`src/rtl/seg7_pkg.sv`:
```
// Shared constants and helpers for the seven-segment display path.
// Latency: n/a (package only).
// Backpressure: n/a.
package seg7_pkg;

    // Active-low segment patterns, bit 0 = segment A .. bit 6 = segment G.
    localparam logic [6:0] SEG_0     = 7'h40;
    localparam logic [6:0] SEG_1     = 7'h79;
    localparam logic [6:0] SEG_2     = 7'h24;
    localparam logic [6:0] SEG_3     = 7'h30;
    localparam logic [6:0] SEG_4     = 7'h19;
    localparam logic [6:0] SEG_5     = 7'h12;
    localparam logic [6:0] SEG_6     = 7'h02;
    localparam logic [6:0] SEG_7     = 7'h78;
    localparam logic [6:0] SEG_8     = 7'h00;
    localparam logic [6:0] SEG_9     = 7'h10;
    localparam logic [6:0] SEG_BLANK = 7'h7F;
    localparam logic [6:0] SEG_DASH  = 7'h3F;

    // Pattern for a single BCD nibble; non-decimal codes render blank.
    function automatic logic [6:0] seg_digit(input logic [3:0] d);
        logic [6:0] s;
        case (d)
            4'd0:    s = SEG_0;
            4'd1:    s = SEG_1;
            4'd2:    s = SEG_2;
            4'd3:    s = SEG_3;
            4'd4:    s = SEG_4;
            4'd5:    s = SEG_5;
            4'd6:    s = SEG_6;
            4'd7:    s = SEG_7;
            4'd8:    s = SEG_8;
            4'd9:    s = SEG_9;
            default: s = SEG_BLANK;
        endcase
        return s;
    endfunction

    // Largest value representable in n decimal digits (10^n - 1).
    function automatic int unsigned pow10_minus1(input int unsigned n);
        int unsigned p;
        p = 1;
        for (int unsigned k = 0; k < n; k++) begin
            p = p * 10;
        end
        return p - 1;
    endfunction

    // Width of the digit index register; never below one bit.
    function automatic int unsigned idx_width(input int unsigned n);
        return (n <= 1) ? 1 : $clog2(n);
    endfunction

endpackage

```
`src/rtl/bin2bcd_seq.sv`:
```
// Sequential double-dabble binary-to-BCD converter (IDLE/SHIFT/DONE).
// Latency: busy for BIN_WIDTH+1 cycles after the accepting edge; done pulses in the last.
// Backpressure: start is ignored while busy; no queueing.
module bin2bcd_seq
    import seg7_pkg::*;
#(
    parameter int BIN_WIDTH  = 14,
    parameter int NUM_DIGITS = 4
) (
    input  logic                    clk,
    input  logic                    rst_n,
    input  logic                    start,
    input  logic [BIN_WIDTH-1:0]    value,
    output logic                    busy,
    output logic                    done,
    output logic                    over,
    output logic [4*NUM_DIGITS-1:0] bcd
);

    // Enough nibbles to hold any BIN_WIDTH-bit value, and at least the display width.
    localparam int BCD_MIN    = (BIN_WIDTH + 2) / 3;
    localparam int BCD_DIGITS = (BCD_MIN > NUM_DIGITS) ? BCD_MIN : NUM_DIGITS;
    localparam int BCD_W      = 4 * BCD_DIGITS;
    localparam int CNT_W      = $clog2(BIN_WIDTH + 1);
    localparam int unsigned LIMIT = pow10_minus1(NUM_DIGITS);

    localparam logic [1:0] ST_IDLE  = 2'd0;
    localparam logic [1:0] ST_SHIFT = 2'd1;
    localparam logic [1:0] ST_DONE  = 2'd2;

    logic [1:0]           state_q, state_d;
    logic [CNT_W-1:0]     cnt_q, cnt_d;
    logic [BIN_WIDTH-1:0] shreg_q, shreg_d;
    logic [BCD_W-1:0]     bcd_q, bcd_d;
    logic                 over_q, over_d;
    logic [BCD_W-1:0]     adj;

    // Next-state and datapath: add-3 correction on every nibble, then shift in the binary MSB.
    always_comb begin
        state_d = state_q;
        cnt_d   = cnt_q;
        shreg_d = shreg_q;
        bcd_d   = bcd_q;
        over_d  = over_q;
        adj     = bcd_q;
        for (int k = 0; k < BCD_DIGITS; k++) begin
            if (bcd_q[4*k +: 4] >= 4'd5) begin
                adj[4*k +: 4] = bcd_q[4*k +: 4] + 4'd3;
            end
        end
        case (state_q)
            ST_IDLE: begin
                if (start) begin
                    shreg_d = value;
                    bcd_d   = '0;
                    cnt_d   = '0;
                    // Range check on the latched value; exposed to the top at DONE.
                    over_d  = ({{(32-BIN_WIDTH){1'b0}}, value} > LIMIT);
                    state_d = ST_SHIFT;
                end
            end
            ST_SHIFT: begin
                bcd_d   = {adj[BCD_W-2:0], shreg_q[BIN_WIDTH-1]};
                shreg_d = shreg_q << 1;
                cnt_d   = cnt_q + CNT_W'(1);
                if (cnt_q == CNT_W'(BIN_WIDTH - 1)) begin
                    state_d = ST_DONE;
                end
            end
            ST_DONE: begin
                state_d = ST_IDLE;
            end
            default: begin
                state_d = ST_IDLE;
            end
        endcase
    end

    // State registers; reset aborts any conversion in flight.
    always_ff @(posedge clk or negedge rst_n) begin
        if (!rst_n) begin
            state_q <= ST_IDLE;
            cnt_q   <= '0;
            shreg_q <= '0;
            bcd_q   <= '0;
            over_q  <= 1'b0;
        end else begin
            state_q <= state_d;
            cnt_q   <= cnt_d;
            shreg_q <= shreg_d;
            bcd_q   <= bcd_d;
            over_q  <= over_d;
        end
    end

    assign busy = (state_q != ST_IDLE);
    assign done = (state_q == ST_DONE);
    assign over = over_q;
    assign bcd  = bcd_q[4*NUM_DIGITS-1:0];

endmodule

```
`src/rtl/bcd_scan_display.sv`:
```
// Multiplexed common-anode seven-segment driver fed by a sequential binary-to-BCD converter.
// Latency: new value on segments BIN_WIDTH+2 edges after the accepting edge; outputs registered.
// Backpressure: load accepted only while busy=0; loads during a conversion are dropped.
module bcd_scan_display
    import seg7_pkg::*;
#(
    parameter int NUM_DIGITS    = 4,
    parameter int BIN_WIDTH     = 14,
    parameter int CLK_HZ        = 100_000_000,
    parameter int SCAN_HZ       = 1000,
    parameter int BLANK_LEADING = 1
) (
    input  logic                  clk,
    input  logic                  rst_n,
    input  logic                  load,
    input  logic [BIN_WIDTH-1:0]  value,
    input  logic [NUM_DIGITS-1:0] dp_mask,
    output logic                  busy,
    output logic                  overflow,
    output logic [7:0]            segments,
    output logic [NUM_DIGITS-1:0] digit_en
);

    localparam int DIV_RAW = CLK_HZ / SCAN_HZ;
    localparam int DIV     = (DIV_RAW < 1) ? 1 : DIV_RAW;
    localparam int PRE_W   = (DIV <= 1) ? 1 : $clog2(DIV);
    localparam int IDX_W   = idx_width(NUM_DIGITS);

    logic                    conv_done;
    logic                    conv_over;
    logic [4*NUM_DIGITS-1:0] conv_bcd;

    logic [4*NUM_DIGITS-1:0] disp_q, disp_d;
    logic                    ovf_q, ovf_d;
    logic [PRE_W-1:0]        presc_q, presc_d;
    logic [IDX_W-1:0]        idx_q, idx_d;
    logic [7:0]              seg_q, seg_d;
    logic [NUM_DIGITS-1:0]   den_q, den_d;
    logic                    tick;
    logic [3:0]              cur;
    logic                    lead_zero;

    bin2bcd_seq #(
        .BIN_WIDTH  (BIN_WIDTH),
        .NUM_DIGITS (NUM_DIGITS)
    ) u_conv (
        .clk   (clk),
        .rst_n (rst_n),
        .start (load),
        .value (value),
        .busy  (busy),
        .done  (conv_done),
        .over  (conv_over),
        .bcd   (conv_bcd)
    );

    // Prescaler, digit index and display register; a tick and a display update can coincide.
    always_comb begin
        tick    = (presc_q == PRE_W'(DIV - 1));
        presc_d = tick ? '0 : presc_q + PRE_W'(1);
        idx_d   = idx_q;
        if (tick) begin
            idx_d = (idx_q == IDX_W'(NUM_DIGITS - 1)) ? '0 : idx_q + IDX_W'(1);
        end
        disp_d = disp_q;
        ovf_d  = ovf_q;
        if (conv_done) begin
            disp_d = conv_bcd;
            ovf_d  = conv_over;
        end
    end

    // Segment/anode encoding for the current digit: dash on overflow, else blank or decimal.
    always_comb begin
        cur       = disp_q[4*idx_q +: 4];
        lead_zero = 1'b1;
        for (int j = 0; j < NUM_DIGITS; j++) begin
            if (j >= int'(idx_q) && disp_q[4*j +: 4] != 4'd0) begin
                lead_zero = 1'b0;
            end
        end
        seg_d = 8'hFF;
        if (ovf_q) begin
            seg_d[6:0] = SEG_DASH;
        end else if (BLANK_LEADING != 0 && idx_q != '0 && lead_zero) begin
            seg_d[6:0] = SEG_BLANK;
        end else begin
            seg_d[6:0] = seg_digit(cur);
        end
        seg_d[7] = ~dp_mask[idx_q];
        den_d    = ~(NUM_DIGITS'(1) << idx_q);
    end

    // All display-side state; outputs dark until the first edge after reset release.
    always_ff @(posedge clk or negedge rst_n) begin
        if (!rst_n) begin
            disp_q  <= '0;
            ovf_q   <= 1'b0;
            presc_q <= '0;
            idx_q   <= '0;
            seg_q   <= 8'hFF;
            den_q   <= '1;
        end else begin
            disp_q  <= disp_d;
            ovf_q   <= ovf_d;
            presc_q <= presc_d;
            idx_q   <= idx_d;
            seg_q   <= seg_d;
            den_q   <= den_d;
        end
    end

    assign overflow = ovf_q;
    assign segments = seg_q;
    assign digit_en = den_q;

endmodule

```
`config.mk`:
```
export PLATFORM = sky130hd
export DESIGN_NAME = bcd_scan_display
export DESIGN_NICKNAME = d
export VERILOG_FILES = /design/src/rtl/seg7_pkg.sv /design/src/rtl/bin2bcd_seq.sv /design/src/rtl/bcd_scan_display.sv
export SDC_FILE = /design/constraint.sdc
export NUM_CORES = 1
export LEC_CHECK = 0
export CAP_MARGIN = 0
export CORE_MARGIN = 8
export CORE_UTILIZATION = 60
export CTS_BUF_LIST = sky130_fd_sc_hd__clkbuf_2
export DETAILED_ROUTE_END_ITERATION = 10
export HOLD_SLACK_MARGIN = 0.05
export PLACE_DENSITY = 0.82
export SLEW_MARGIN = 20
export SYNTH_ARGS = -nofsm -noshare
export SYNTH_HDL_FRONTEND = slang
export SYNTH_SLANG_ARGS = --single-unit
```
`constraint.sdc`:
```
create_clock -name clk -period 4.3 [get_ports clk]
set_input_delay 1.29 -clock clk [delete_from_list [all_inputs] [get_ports clk]]
set_output_delay 1.29 -clock clk [all_outputs]
set_load 0.01 [all_outputs]
```
## Yosys cells after proc, flatten, opt, wreduce, memory -nomap -nowiden

Memory sizes are Yosys's and may differ from the RTL's.
Cells that the tools add are included.
W data, S select, Z words.

- Register bits after elaboration: 89
- Bits in read-only memories: 112
- Input port bits: 21
- Output and inout bits: 14
- Logic and storage cells: 80
- Memories kept: 1

- Add/sub/neg operators: 8
- $lt $le $gt $ge: 10
- Equality and inequality tests: 7
- Shift-type cells: 2
- Muxes and demuxes: 24
- Bitwise logic cells: 2
- Reductions and logical operators: 15

Memories:

| name | depth | width | read ports | clocked after Yosys merged registers in | wr ports | line | source |
|---|---|---|---|---|---|---|---|
| (name not given) | 16 | 7 | 1 | 0 | 0 | seg7_pkg.sv:23 | `case (d)` |

Operators by type and width:

| kind | count |
|---|---|
| $pmux W20 S2 | 1 |
| $pmux W14 S2 | 1 |
| $ge A4 B3 Y1 const B | 5 |
| $mux W20 | 1 |
| $mux W4 | 5 |
| $add A17 B1 Y17 const B | 1 |
| $eq A17 B17 Y1 const B | 1 |
| $mux W17 | 1 |
| $add A4 B2 Y4 const B | 4 |
| $reduce_bool A4 Y1 | 4 |
| $shiftx A16 B5 Y4 | 1 |
| $gt A14 B14 Y1 const B | 1 |
| $mux W14 | 1 |
| $mux W7 | 2 |
| $pmux W4 S2 | 1 |
| $mux W2 | 3 |
| $reduce_and A2 Y1 | 3 |
| $reduce_bool A2 Y1 | 3 |
| $mux W1 | 5 |
| $add A4 B1 Y4 const B | 1 |
| $eq A2 B2 Y1 const B | 2 |
| $eq A4 B4 Y1 const B | 1 |
| $ge A1 B2 Y1 const A | 2 |
| $logic_and A1 B1 Y1 | 4 |
| other kinds (14) | 14 |

## Longest topological paths before layout

Gate-level depths: netlist (run 1).

- Depth after elaboration: 9
- Mapped depth: 7
- Gate-level depth less buffers: 6

## By module

A second synthesis (run 1) with hierarchy kept.

- Cell total of the unflattened synthesis: 379
- Area, all modules: 4,201.5 um^2

Modules (own cells, without submodules):

| module | instances | cells an instance | area an instance (um^2) | sequential area each (um^2) |
|---|---|---|---|---|
| bcd_scan_display | 1 | 188 | 2,339.7 | 1,216.2 |
| bin2bcd_seq | 1 | 191 | 1,861.8 | 925.9 |

## Least setup slack after synthesis (run 1)

Ideal clock, no wire load.

- Path type: input -> register
- From: input port load
- To: register u_conv.bcd_q[11]
- Setup time: 122 ps
- Data arrival time: 2,191 ps
- Required time: 4,178 ps
- Slack: 1,987 ps
- Cell stages on the path: 5
- Buffers on the path: 1
- Cells stage by stage: or3b_1 > buf_2 > nand2_1 > o31ai_1 > a32o_1

- Longest elaborated chain between the ends: 2

Ends and longest elaborated chain:

| what | line | source |
|---|---|---|
| from (decl) | bcd_scan_display.sv:15 | `input logic load,` |
| $ne A2 B2 Y1 (no source line) | n/a |  |
| $reduce_and A2 Y1 (no source line) | n/a |  |
| to (signal assigned) | bin2bcd_seq.sv:85 | `bcd_q <= '0;` |
| to (signal assigned) | bin2bcd_seq.sv:91 | `bcd_q <= bcd_d;` |
| to (decl) | bin2bcd_seq.sv:34 | `logic [BCD_W-1:0] bcd_q, bcd_d;` |

Every way passes these cells.
A chain may end at the register's enable or synchronous reset.

## Final worst setup path (run 1)

- From: register u_conv.state_q[0]
- To: output port busy

- Longest elaborated chain between the ends: 1

Ends and longest elaborated chain:

| what | line | source |
|---|---|---|
| from (decl) | bin2bcd_seq.sv:31 | `logic [1:0] state_q, state_d;` |
| from (signal assigned) | bin2bcd_seq.sv:88 | `state_q <= state_d;` |
| $reduce_bool A2 Y1 | bin2bcd_seq.sv:96 | `assign busy = (state_q != ST_IDLE);` |
| to (decl) | bcd_scan_display.sv:18 | `output logic busy,` |

Every way passes these cells.

==> impl_metrics.env, run 1 <==
export IMPL_status="finished clean"
export IMPL_slew_headroom_pct=38.68
export IMPL_synth_common_cells="73 x dfrtp_1, 48 x nand2_1, 26 x o21ai_0"
export IMPL_grt_pass1_wl_mm=13.52
export IMPL_cts_resized=0
export IMPL_gp_congestion=0.8081
export IMPL_synth_most_common_cell="dfrtp_1"
export IMPL_slew_viol_final=0
export IMPL_rsz0062_at_grt="false"
export IMPL_r2r_start="idx_q[0]"
export IMPL_post_route_worst_setup_slack_ns=1.236
export IMPL_yosysUniqueCellTypes=46
export IMPL_tritoncts="done"
export IMPL_drive_above_1_share_pct=12.97
export IMPL_placed_area_um2=4546
export IMPL_ioPinCount=35
export IMPL_drt_iter0_markers=176
export IMPL_p_leak_nw=2.106
export IMPL_timing_rr_end="segments[4]"
export IMPL_area_growth_pct=13.11
export IMPL_ant_nets=0
export IMPL_syn_num_nets=429
export IMPL_clock_sinks=85
export IMPL_hold_viol=0
export IMPL_whs_path_depth=1
export IMPL_holdBufCountCts=0
export IMPL_use_met3_pct=3.631
export IMPL_dpl_hpwl_mm=5.233
export IMPL_dr_pass1_iters=5
export IMPL_max_freq_mhz=326.3
export IMPL_syn_instance_count=387
export IMPL_synthTopCellsByArea="dfrtp_1 44%, dfstp_2 7.6%, ha_1 6.3%"
export IMPL_grt_max_degree=86
export IMPL_vias=2931
export IMPL_yosysTopAreaCell="dfrtp_1"
export IMPL_gr_max_usage_layer="met2"
export IMPL_synth_seq_cells=85
export IMPL_grt_pass1_vias=3084
export IMPL_cap_violations=0
export IMPL_postLayoutCellArea_um2=4706
export IMPL_core_area_um2=6756
export IMPL_synth_flop_cell="dfrtp_1"
export IMPL_ctsLongestPathBuffers=2
export IMPL_final_period_utilization_pct=71.26
export IMPL_p_per_area_nw_per_um2=611.5
export IMPL_cts_made_buffers=9
export IMPL_regToRegSetupSlack_ns=2.14
export IMPL_post_cts_buffers=0
export IMPL_finalCriticalPeriod_ns=3.064
export IMPL_tightest_slew_ns=0.9198
export IMPL_avgViaCountPerCell=5.815
export IMPL_grt_use_met1_pct=20.55
export IMPL_hold_start="overflow"
export IMPL_fp_dieW_um=99.27
export IMPL_tns_ns=0
export IMPL_diodes=0
export IMPL_cts_root_buf="clkbuf_2"
export IMPL_synth_edff_count=0
export IMPL_ir_drop_uv=324.2
export IMPL_drt_wl_total_mm=7.621
export IMPL_track_usage_pct=16.38
export IMPL_hold_end="segments[6]"
export IMPL_power_mw=2.878
export IMPL_dp_cells=488
export IMPL_die_y_um=99.27
export IMPL_endpoint_kind="primary output"
export IMPL_place_worst_setup_slack_ns=1.106
export IMPL_ys_seq_area_share_pct=51.49
export IMPL_reg2reg_depth=6
export IMPL_avgSynthCellArea_um2=10.75
export IMPL_fin_cells=504
export IMPL_cts_clk_slew_worst_paths_ns=0.22
export IMPL_arrival_ns=1.77
export IMPL_rows=30
export IMPL_dieArea_um2=9855
export IMPL_fin_nets=461
export IMPL_drc=0
export IMPL_crit_type="reg2out"
export IMPL_portBuffers=34
export IMPL_wl_per_cell_um=15.12
export IMPL_yosysWarningCount=0
export IMPL_antenna_found_initial=0
export IMPL_start_util_pct=61.57
export IMPL_cp_required_ns=3.01
export IMPL_overflow=0
export IMPL_grtUsageMet2_pct=27.01
export IMPL_synth_top_area_share_pct=43.91
export IMPL_hold_path_class="reg2reg"
export IMPL_startpoint_type="flop"
export IMPL_async_reset_ff_share_pct=100.0
export IMPL_finClkSkew_ns=0.02889
export IMPL_htree_levels=3
export IMPL_crit_fanout=6
export IMPL_clkLatencyLatePin_ns=0.49
export IMPL_syn_area_um2=4160
export IMPL_setup_viol=0
cells in the final DEF (no fill, tap or decap), types with 11 or more instances in the layout:
cell / count
nor2_1: 21
nand2_1: 48
dfstp_2: 12
o21ai_0: 26
inv_1: 23
clkdlybuf4s50_1: 33
a22oi_1: 11
nand3_1: 21
ha_1: 21
dfrtp_1: 73
xnor2_1: 13
clkbuf_2: 11
mux2_2: 13
report_power, final:
group / internal [mW] / switching (mW)
clock network: 0.253 / 0.254
logic: 0.512 / 0.573
registers: 1.08 / 0.204
area by class of cell:
class                   instances  area (um2)
clock buffers                  11       55.05
clock inverters                 5       98.84
fillers                       508        2051
inverters                      23       86.33
multi-input cells             264        1867
flip-flops and latches         85        2142
well taps                      80       100.1
repair buffers                 36       356.6
through the flow:
step	hold WS [ns]	utilization, %
global route	0.5024	69.65
detailed placement	0.4398	67.28
finish	0.4674	69.65
CTS	0.4620	69.56
floorplan	0.4348	-
global placement	0.4236	67.28
worst max path at each step:
stage,end,start,slack [ns],cells past startpoint
6_report,busy,u_conv.state_q[0],1.24,2
5_1_grt,busy,u_conv.state_q[0],1.13,2
4_1_cts,busy,u_conv.state_q[0],1.21,2
3_5_place_dp,u_conv.bcd_q[3],load,1.11,5
3_3_place_gp,u_conv.bcd_q[3],load,1.14,5
2_1_floorplan,u_conv.bcd_q[11],load,1.99,5
metal layers:
metal	wire [um]	vias to the layer above
met5	0	-
met4	58	0
met3	372	6
met2	3620	63
met1	3569	1431
li1	-	1431
registers in the layout, summed over array words and instances (netlist names):
| name | count |
|---|---|
| overflow | 1 |
| segments | 8 |
| digit_en | 4 |
| u_conv.shreg_q | 14 |
| u_conv.cnt_q | 4 |
| u_conv.bcd_q | 16 |
| u_conv.over | 1 |
| u_conv.state_q | 2 |
| idx_q | 2 |
| disp_q | 16 |
| presc_q | 17 |
cells by family (layout without fill, tap and decap cells):
logic type               Yosys count  after routing  synth area share [%]
AO/OA/AOI/OAI                     73             73                 11.46
AND/OR/NAND/NOR                  128            128                 15.19
adder cells (fa/ha/maj)           21             21                 6.316
XOR/XNOR                          21             21                 4.421
multiplexers                      21             21                 7.429
buffers and inverters             38             75                 3.699
flip-flops                        85             85                 51.49
critical path, stage by stage, from the launching register on:
cell and delay, ns:
dfrtp_1 0.49, or2_2 0.32, clkdlybuf4s50_1 0.49
Power figures use the tool's default switching activity.
==> run 2, diff against run 1 <==
Settings changed: CORE_UTILIZATION 60 to 54, PLACE_DENSITY 0.82 to 0.78.
Clock period 4.3 ns to 2.7 ns, I/O delays scaled along.
==> impl_metrics.env, run 2 (synthesized netlist as in run 1, its figures left out) <==
export IMPL_status="finished clean"
export IMPL_grt_pass1_wl_mm=14.09
export IMPL_crit_type="reg2out"
export IMPL_htree_levels=3
export IMPL_swShare_pct=37.27
export IMPL_worstPathCellList="clkdlybuf4s50_1"
export IMPL_rows=32
export IMPL_gp_congestion=0.8440
export IMPL_cts_made_buffers=9
export IMPL_ant_nets=0
export IMPL_track_usage_pct=15.64
export IMPL_grt_pass1_vias=3117
export IMPL_drc=0
export IMPL_power_internal_mw=2.877
export IMPL_fin_nets=465
export IMPL_power_switching_mw=1.709
export IMPL_drt_iter0_markers=98
export IMPL_drive_above_1_share_pct=14.25
export IMPL_grt_max_degree=56
export IMPL_max_freq_mhz=409.0
export IMPL_core_area_um2=7607
export IMPL_holdBufCountCts=0
export IMPL_p_seq_share_pct=44.6
export IMPL_place_worst_setup_slack_ns=0.3921
export IMPL_arrival_ns=1.63
export IMPL_area_growth_pct=14.65
export IMPL_clkLatencyLatePin_ns=0.55
export IMPL_cap_violations=0
export IMPL_diodes=0
export IMPL_slew_headroom_pct=41.90
export IMPL_dieArea_um2=10770
export IMPL_dpl_hpwl_mm=5.598
export IMPL_antenna_found_initial=0
export IMPL_postLayoutCellArea_um2=4770
export IMPL_portBuffers=34
export IMPL_endpoint_kind="primary output"
export IMPL_pwr_share_clk_pct=17.1
export IMPL_drt_wl_total_mm=7.813
export IMPL_multi_input_comb_area_um2=1864
export IMPL_p_comb_share_pct=38.3
export IMPL_largest_register="presc_q"
export IMPL_p_leak_nw=2.117
export IMPL_crit_fanout=1
export IMPL_slew_viol_final=0
export IMPL_p_per_area_nw_per_um2=961.5
export IMPL_final_common_cell="dfrtp_1"
export IMPL_setup_viol=0
export IMPL_crit_family="flip-flops"
export IMPL_tritoncts="done"
export IMPL_ioPinCount=35
export IMPL_slowest_stage="dfstp_2"
export IMPL_ir_drop_uv=546.3
export IMPL_post_route_worst_setup_slack_ns=0.2550
export IMPL_hold_path_class="in2async"
export IMPL_final_cell_mix="71 x dfrtp_1, 48 x nand2_1, 32 x clkdlybuf4s50_1"
export IMPL_die_y_um=103.8
export IMPL_tns_ns=0
export IMPL_startpoint_type="flop"
export IMPL_clock_sinks=85
export IMPL_rsz0062_at_grt="false"
export IMPL_ctsLongestPathBuffers=2
export IMPL_post_route_util_pct=62.70
export IMPL_fillers=613
export IMPL_cp_num_buf_inv=1
export IMPL_fp_dieW_um=103.8
export IMPL_final_period_utilization_pct=90.55
export IMPL_final_seq_area_um2=2145
export IMPL_avgViaCountPerCell=5.560
export IMPL_placed_area_um2=4608
export IMPL_tightest_slew_ns=0.8716
export IMPL_wl_per_cell_um=14.74
export IMPL_largestRegisters="presc_q (17), disp_q (16), u_conv.bcd_q (16)"
export IMPL_dr_pass1_iters=4
export IMPL_overflow=0
export IMPL_cts_clk_slew_worst_paths_ns=0.24
export IMPL_start_util_pct=54.69
export IMPL_hold_viol=0
export IMPL_vias=2947
export IMPL_slowest_delay_ns=0.57
export IMPL_cp_required_ns=1.89
export IMPL_finClkSkew_ns=0.02120
export IMPL_power_mw=4.586
export IMPL_largest_reg_flops=17
export IMPL_cts_root_buf="clkbuf_2"
export IMPL_finalCriticalPeriod_ns=2.445
==> run 2: cell types whose count changed in the layout (fill, tap and decap cells not counted), moves of 2 or more <==
cell        previous run  this run
dfrtp_2                0         2
dfrtp_1               73        71
clkinvlp_4             0         2
clkbuf_2              11         9
inv_6                  0         2
buf_4                  2         6
==> run 2: per-layer routing <==
metal | global-route usage, % | share of wire, % | up-vias
li1 | - | - | 1433
met1 | 19.12 | 46 | 1427
met2 | 25.25 | 48 | 74
met3 | 4.833 | 4.9 | 13
met4 | 6.205 | 1.5 | 0
met5 | 0 | 0 | -
==> run 2: path summary, 6_finish.rpt <==
check	startpoint	to	slack, ns	depth (start not counted)
hold reg to reg	presc_q[15]	presc_q[15]	0.52	1
setup / recovery	segments[3]	segments[3]	0.26	1
setup reg to reg	idx_q[0]	segments[4]	0.61	6
max in group asynchronous	rst_n	digit_en[1]	1.89	2
hold / removal	rst_n	presc_q[13]	0.16	1
min in group clk	presc_q[15]	presc_q[15]	0.52	1
==> run 2: power by group through the flow <==
stage | Combinational, mW | Sequential, mW | Clock, mW
4_1_cts | 1.77 | 2.04 | 0.802
6_report | 1.76 | 2.05 | 0.784
3_5_place_dp | 1.77 | 2.07 | 0
3_3_place_gp | 1.67 | 2.05 | 0
2_1_floorplan | 1.27 | 1.99 | 0
5_1_grt | 2.00 | 2.11 | 0.865
==> run 2: cell type report <==
cell class,instances,share of cell area [%]
clock buffer,9,0.9444
multi-input combinational,264,39.09
sequential,85,44.96
inverter,23,1.810
timing repair buffer,40,8.342
tap,102,2.676
clock inverter,7,2.177
==> run 2: stage by stage <==
stage | hold WS, ns | std cells
finish | 0.1596 | 530
global route | 0.1216 | 530
CTS | 0.1446 | 529
detailed placement | 0.4656 | 513
global placement | 0.4604 | 513
floorplan | 0.4348 | 387
==> run 2: what timing repair did <==
action                                  4_1_cts  5_1_grt
gates resized for setup                       0        3
setup buffers                                 0        1
endpoints found under the setup margin        0        1
